File: config.mk
export PLATFORM = sky130hd
export DESIGN_NAME = pipe_stage_buffer
export DESIGN_NICKNAME = d
export VERILOG_FILES = /design/src/rtl/pipe_pkg.sv /design/src/rtl/Register.sv /design/src/rtl/pipe_stage_buffer.sv
export SDC_FILE = /design/constraint.sdc
export NUM_CORES = 1
export LEC_CHECK = 0
export CAP_MARGIN = 40
export CORE_MARGIN = 4
export CORE_UTILIZATION = 44
export CTS_BUF_LIST = sky130_fd_sc_hd__clkbuf_16
export DETAILED_ROUTE_END_ITERATION = 10
export PLACE_DENSITY = 0.73
export REMOVE_ABC_BUFFERS = 1
export SLEW_MARGIN = 20
export SYNTH_ARGS = -nofsm -noshare
export SYNTH_HDL_FRONTEND = slang
export SYNTH_SLANG_ARGS = --single-unit
File: constraint.sdc
create_clock -name clk -period 1.92 [get_ports clk]
set_input_delay 0.192 -clock clk [delete_from_list [all_inputs] [get_ports clk]]
set_output_delay 0.192 -clock clk [all_outputs]
set_load 0.05 [all_outputs]
File: src/rtl/pipe_pkg.sv
// Shared pipeline constants: default field widths and the packed payload width.
package pipe_pkg;

  localparam int unsigned DefBitWidth         = 32;
  localparam int unsigned DefRegIndexBitWidth = 4;
  localparam int unsigned DefAluOpWidth       = 5;
  localparam int unsigned DefAluMuxWidth      = 2;

  // pc + imm, three register indices, ALU op/select, two write enables.
  function automatic int unsigned payload_width(input int unsigned bw, input int unsigned rw,
                                                input int unsigned ow, input int unsigned mw);
    return 2 * bw + 3 * rw + ow + mw + 2;
  endfunction

  localparam int unsigned PayloadWidth =
      payload_width(DefBitWidth, DefRegIndexBitWidth, DefAluOpWidth, DefAluMuxWidth);

endpackage

File: src/rtl/Register.sv
// Generic enabled register with synchronous active-high clear.
module Register #(
  parameter int unsigned WIDTH = 1
) (
  input  logic             clk,
  input  logic             reset,
  input  logic             en,
  input  logic [WIDTH-1:0] d,
  output logic [WIDTH-1:0] q
);

  always_ff @(posedge clk) begin
    if (reset) begin
      q <= '0;
    end else if (en) begin
      q <= d;
    end
  end

endmodule

File: src/rtl/pipe_stage_buffer.sv
// Two-entry (main + skid) pipeline buffer between decode and execute with flush.
module pipe_stage_buffer
  import pipe_pkg::*;
#(
  parameter int unsigned BIT_WIDTH           = DefBitWidth,
  parameter int unsigned REG_INDEX_BIT_WIDTH = DefRegIndexBitWidth,
  parameter int unsigned ALU_OP_WIDTH        = DefAluOpWidth,
  parameter int unsigned ALU_MUX_WIDTH       = DefAluMuxWidth
) (
  input  logic                           clk,
  input  logic                           reset,
  input  logic                           flush,
  input  logic                           in_valid,
  output logic                           in_ready,
  input  logic [BIT_WIDTH-1:0]           pc_in,
  input  logic [BIT_WIDTH-1:0]           imm_in,
  input  logic [REG_INDEX_BIT_WIDTH-1:0] src1_in,
  input  logic [REG_INDEX_BIT_WIDTH-1:0] src2_in,
  input  logic [REG_INDEX_BIT_WIDTH-1:0] dst_ind_in,
  input  logic [ALU_OP_WIDTH-1:0]        alu_op_in,
  input  logic [ALU_MUX_WIDTH-1:0]       alu_mux_in,
  input  logic                           mem_wrt_en_in,
  input  logic                           reg_file_wrt_en_in,
  output logic                           out_valid,
  input  logic                           out_ready,
  output logic [BIT_WIDTH-1:0]           pc_out,
  output logic [BIT_WIDTH-1:0]           imm_out,
  output logic [REG_INDEX_BIT_WIDTH-1:0] src1_out,
  output logic [REG_INDEX_BIT_WIDTH-1:0] src2_out,
  output logic [REG_INDEX_BIT_WIDTH-1:0] dst_ind_out,
  output logic [ALU_OP_WIDTH-1:0]        alu_op_out,
  output logic [ALU_MUX_WIDTH-1:0]       alu_mux_out,
  output logic                           mem_wrt_en_out,
  output logic                           reg_file_wrt_en_out,
  output logic [1:0]                     occupancy
);

  localparam int unsigned PW =
      payload_width(BIT_WIDTH, REG_INDEX_BIT_WIDTH, ALU_OP_WIDTH, ALU_MUX_WIDTH);

  logic [PW-1:0] w_in_payload;
  logic [PW-1:0] r_main;
  logic [PW-1:0] r_skid;
  logic [PW-1:0] w_main_d;
  logic          r_main_v;
  logic          r_skid_v;
  logic          w_main_v_d;
  logic          w_skid_v_d;
  logic          w_main_en;
  logic          w_skid_en;
  logic          w_accept;
  logic          w_pop;
  logic          w_mem_wrt;
  logic          w_reg_wrt;

  assign w_in_payload = {pc_in, imm_in, src1_in, src2_in, dst_ind_in, alu_op_in, alu_mux_in,
                         mem_wrt_en_in, reg_file_wrt_en_in};

  assign in_ready  = ~r_skid_v;
  assign out_valid = r_main_v;
  assign w_accept  = in_valid & in_ready & ~flush;
  assign w_pop     = r_main_v & out_ready;

  always_comb begin
    w_main_d   = w_in_payload;
    w_main_en  = 1'b0;
    w_skid_en  = 1'b0;
    w_main_v_d = r_main_v;
    w_skid_v_d = r_skid_v;
    if (flush) begin
      // Data registers hold so the outputs keep their last value while invalid.
      w_main_v_d = 1'b0;
      w_skid_v_d = 1'b0;
    end else if (w_pop && r_skid_v) begin
      w_main_d   = r_skid;
      w_main_en  = 1'b1;
      w_main_v_d = 1'b1;
      w_skid_v_d = 1'b0;
    end else if (w_accept && (!r_main_v || w_pop)) begin
      w_main_en  = 1'b1;
      w_main_v_d = 1'b1;
    end else if (w_accept) begin
      w_skid_en  = 1'b1;
      w_skid_v_d = 1'b1;
    end else if (w_pop) begin
      w_main_v_d = 1'b0;
    end
  end

  Register #(.WIDTH(PW)) u_main (
    .clk   (clk),
    .reset (reset),
    .en    (w_main_en),
    .d     (w_main_d),
    .q     (r_main)
  );

  Register #(.WIDTH(PW)) u_skid (
    .clk   (clk),
    .reset (reset),
    .en    (w_skid_en),
    .d     (w_in_payload),
    .q     (r_skid)
  );

  Register #(.WIDTH(1)) u_main_v (
    .clk   (clk),
    .reset (reset),
    .en    (1'b1),
    .d     (w_main_v_d),
    .q     (r_main_v)
  );

  Register #(.WIDTH(1)) u_skid_v (
    .clk   (clk),
    .reset (reset),
    .en    (1'b1),
    .d     (w_skid_v_d),
    .q     (r_skid_v)
  );

  assign {pc_out, imm_out, src1_out, src2_out, dst_ind_out, alu_op_out, alu_mux_out,
          w_mem_wrt, w_reg_wrt} = r_main;

  assign mem_wrt_en_out      = w_mem_wrt & r_main_v;
  assign reg_file_wrt_en_out = w_reg_wrt & r_main_v;
  assign occupancy           = {1'b0, r_main_v} + {1'b0, r_skid_v};

endmodule

==> summary.md <==
| Metric | Value |
|---|---|
| CTS Sinks | `172` |
| Critical path's slowest cell | `clkdlybuf4s50_1` |
| Via density | `5.02` |
| Minimum clock period | `1.81 ns` |
| Endpoints failing setup | `0` |
| Worst path required time | `1.73 ns` |
| WL final | `17700 um` |
| Max Cap Violations | `0` |
| Most common cell after layout, fill and taps aside | `nand2_1` |
| Total power | `8.24 mW` |
| Final GP Congestion | `0.763` |
| Starting Density | `0.453` |
| H-tree Lvls | `4` |
| Hold Buf Count CTS | `0` |
| Crit start category | `flop` |
| Critical path fanouts, max | `2` |
| Dpl cells | `1217` |
| # nets final | `1111` |
| Fill cells | `1509` |
| Post-CTS setup buffers | `0` |
| Initial antenna violation count | `0` |
| Max-slew headroom | `0.615` |
| Synth unique cells | `19` |
| Min Hold Slack | `0.219 ns` |
| Final period utilization | `0.940` |
| Top Family by Delay on Critical Path | `buffers and inverters` |
| TritonRoute pass-1 iters | `4` |
| P&R area growth vs syn | `29.5%` |
| Final instance area | `0.00940 mm^2` |
| RSZ-0062 raised after global routing | `no` |
| Diodes inserted | `0` |
| CTS Root Cell | `clkbuf_16` |
| GRT Total Usage | `0.190` |
| Detailed-placement wirelength estimate | `11700 um` |
| Vias in the first global route | `5798` |
| Post-route ant nets | `0` |
| Kind of end point of the critical path | `primary output` |
| Ys Warns | `0` |
| Largest net degree at the start of global routing | `56` |
| Register area share after synthesis | `0.475` |
| Drt wl/cell | `14.2 um` |
| Clock skew | `0.00627 ns` |
| Yosys reg bits | `172` |
| Vias post-DR | `6270` |
| Num rows | `46` |
| Post-synthesis cell count | `944` |
| Die area | `0.0186 mm^2` |
| First-pass GRT wire length | `28700 um` |
| CTS buffer count | `17` |
| Most frequent cells in the layout | `nand2_1, clkdlybuf4s50_1, dfxtp_1` |
| Peak VDD IR | `0.000594 V` |
| Port Buf Inserts | `178` |
| Cell Area, Synth | `0.00725 mm^2` |
| Pleak | `3.35 nW` |
| Fmax | `0.554 GHz` |
| Terminus of the critical flop-to-flop path | `u_main.q[75]` |
| Setup CP Type | `reg -> out` |
| Flop-to-flop setup slack | `0.16 ns` |
| Clk_lat worst skew | `0.41 ns` |
| Avg Inst Size Synth | `7.68 um^2` |
| I/O pins | `179` |
| TritonCTS clock tree | `done` |
| DRC Markers | `0` |
| Crit path arrival time | `1.61 ns` |
| CP max stage delay | `0.84 ns` |
| Worst Hold End | `u_skid.q[36]` |
| Worst setup margin | `0.114 ns` |
| Crit-path cells | `clkdlybuf4s50_1` |
| CTS Buffer Depth | `2` |
| GRT Residual Overflow | `0` |
| Hold path startpoint | `reset` |
| Status | `finished, final reports clean` |
| Final Slew Violations | `0` |
| Min-delay worst type | `in -> reg` |
| Worst slew pin tran | `0.576 ns` |
| Placed instance area | `0.00887 mm^2` |
| Pwr per Cell Area | `877 mW/mm^2` |
| Worst Hold Depth | `2` |
| Pre-CTS setup slack | `0.0425 ns` |
| Core area | `0.0160 mm^2` |
| 1st-iter DRT viols | `432` |
| Clk pin slew, worst setup/hold paths | `0.06 ns` |
| Fin cells | `1249` |
| Share of post-route cells with drive strength above 1 | `0.0736` |
| Hold Vio Cnt, Final | `0` |
| Worst R2R Start | `u_skid_v.q` |
| Die height | `136 um` |
| Die width | `136 um` |
| R2R cell count | `6` |
| Buf/Inv on CP | `1` |
## layer usage
layer | part of all wire | track usage | vias up
met5 | 0 | 0 | -
met4 | 0.0093 | 0.0470 | 0
met3 | 0.071 | 0.0577 | 15
met2 | 0.46 | 0.294 | 180
met1 | 0.46 | 0.260 | 2873
li1 | - | - | 3202
## metrics by stage
| stage | setup TNS, ns | util |
|---|---|---|
| 6_report | 0 | 0.587 |
| 4_1_cts | 0 | 0.587 |
| 2_1_floorplan | -834.14 | - |
| 5_1_grt | 0 | 0.587 |
| 3_3_place_gp | 0 | 0.555 |
| 3_5_place_dp | 0 | 0.555 |
## sequential cells by signal (all words and copies together) (netlist names)
register	count
u_main_v.q	1
u_skid.q	85
u_skid_v.q	1
u_main.q	85
## power by group
part | leakage (nW) | total (mW) | internal [mW] | switching [mW]
clock network | 0.256 | 3.08 | 1.65 | 1.43
logic | 1.69 | 1.36 | 0.547 | 0.817
registers | 1.40 | 3.80 | 3.71 | 0.0838
## layout make-up
class | instances | area, um^2 | share of cell area
sequential | 172 | 3440 | 0.367
tap | 216 | 270 | 0.0288
multi-input combinational | 613 | 2900 | 0.309
clock inverter | 15 | 101 | 0.0108
timing repair buffer | 215 | 2250 | 0.239
clock buffer | 17 | 425 | 0.0453
inverter | 1 | 3.75 | 0.000400
## how the worst max path moves through the flow
stage | startpoint | endpoint | cells after the start
3_3_place_gp | out_ready | u_main.q[50] | 7
5_1_grt | u_skid_v.q | u_main.q[75] | 6
6_report | u_main.q[19] | src1_out[2] | 1
3_5_place_dp | out_ready | u_main.q[80] | 7
2_1_floorplan | u_main_v.q | u_skid.q[0] | 4
4_1_cts | u_main.q[33] | imm_out[12] | 1
## kinds of logic after synthesis
kind of cell / after synthesis / share of synthesized area
buffers and inverters: 159 / 0.129
DFF: 172 / 0.475
and+or+nand+nor: 438 / 0.229
adders and majority gates: 1 / 0.00172
AOI/OAI and AO/OA: 174 / 0.165
## Yosys cell counts
master      n  share of area
buf_2      15          0.010
dfxtp_1   172           0.47
or4_1       1         0.0010
or3_1       1        0.00086
nand2_1   343           0.18
clkbuf_1   54          0.028
a21boi_0    1         0.0010
a311oi_1   85           0.10
a211oi_2    1         0.0017
a21oi_1    87          0.060
or2_1       1        0.00086
nor3_1      2         0.0014
and2_1      2         0.0017
nor2_1     87          0.045
buf_4      85          0.088
ha_1        1         0.0017
inv_2       1        0.00052
buf_1       4         0.0021
nor4_1      1        0.00086
## timing repair
item,4_1_cts,5_1_grt
pin swaps,0,0
gates resized for setup,4,1
endpoints found under the setup margin,4,8
gates cloned,0,0
Power figures use the tool's default switching activity.
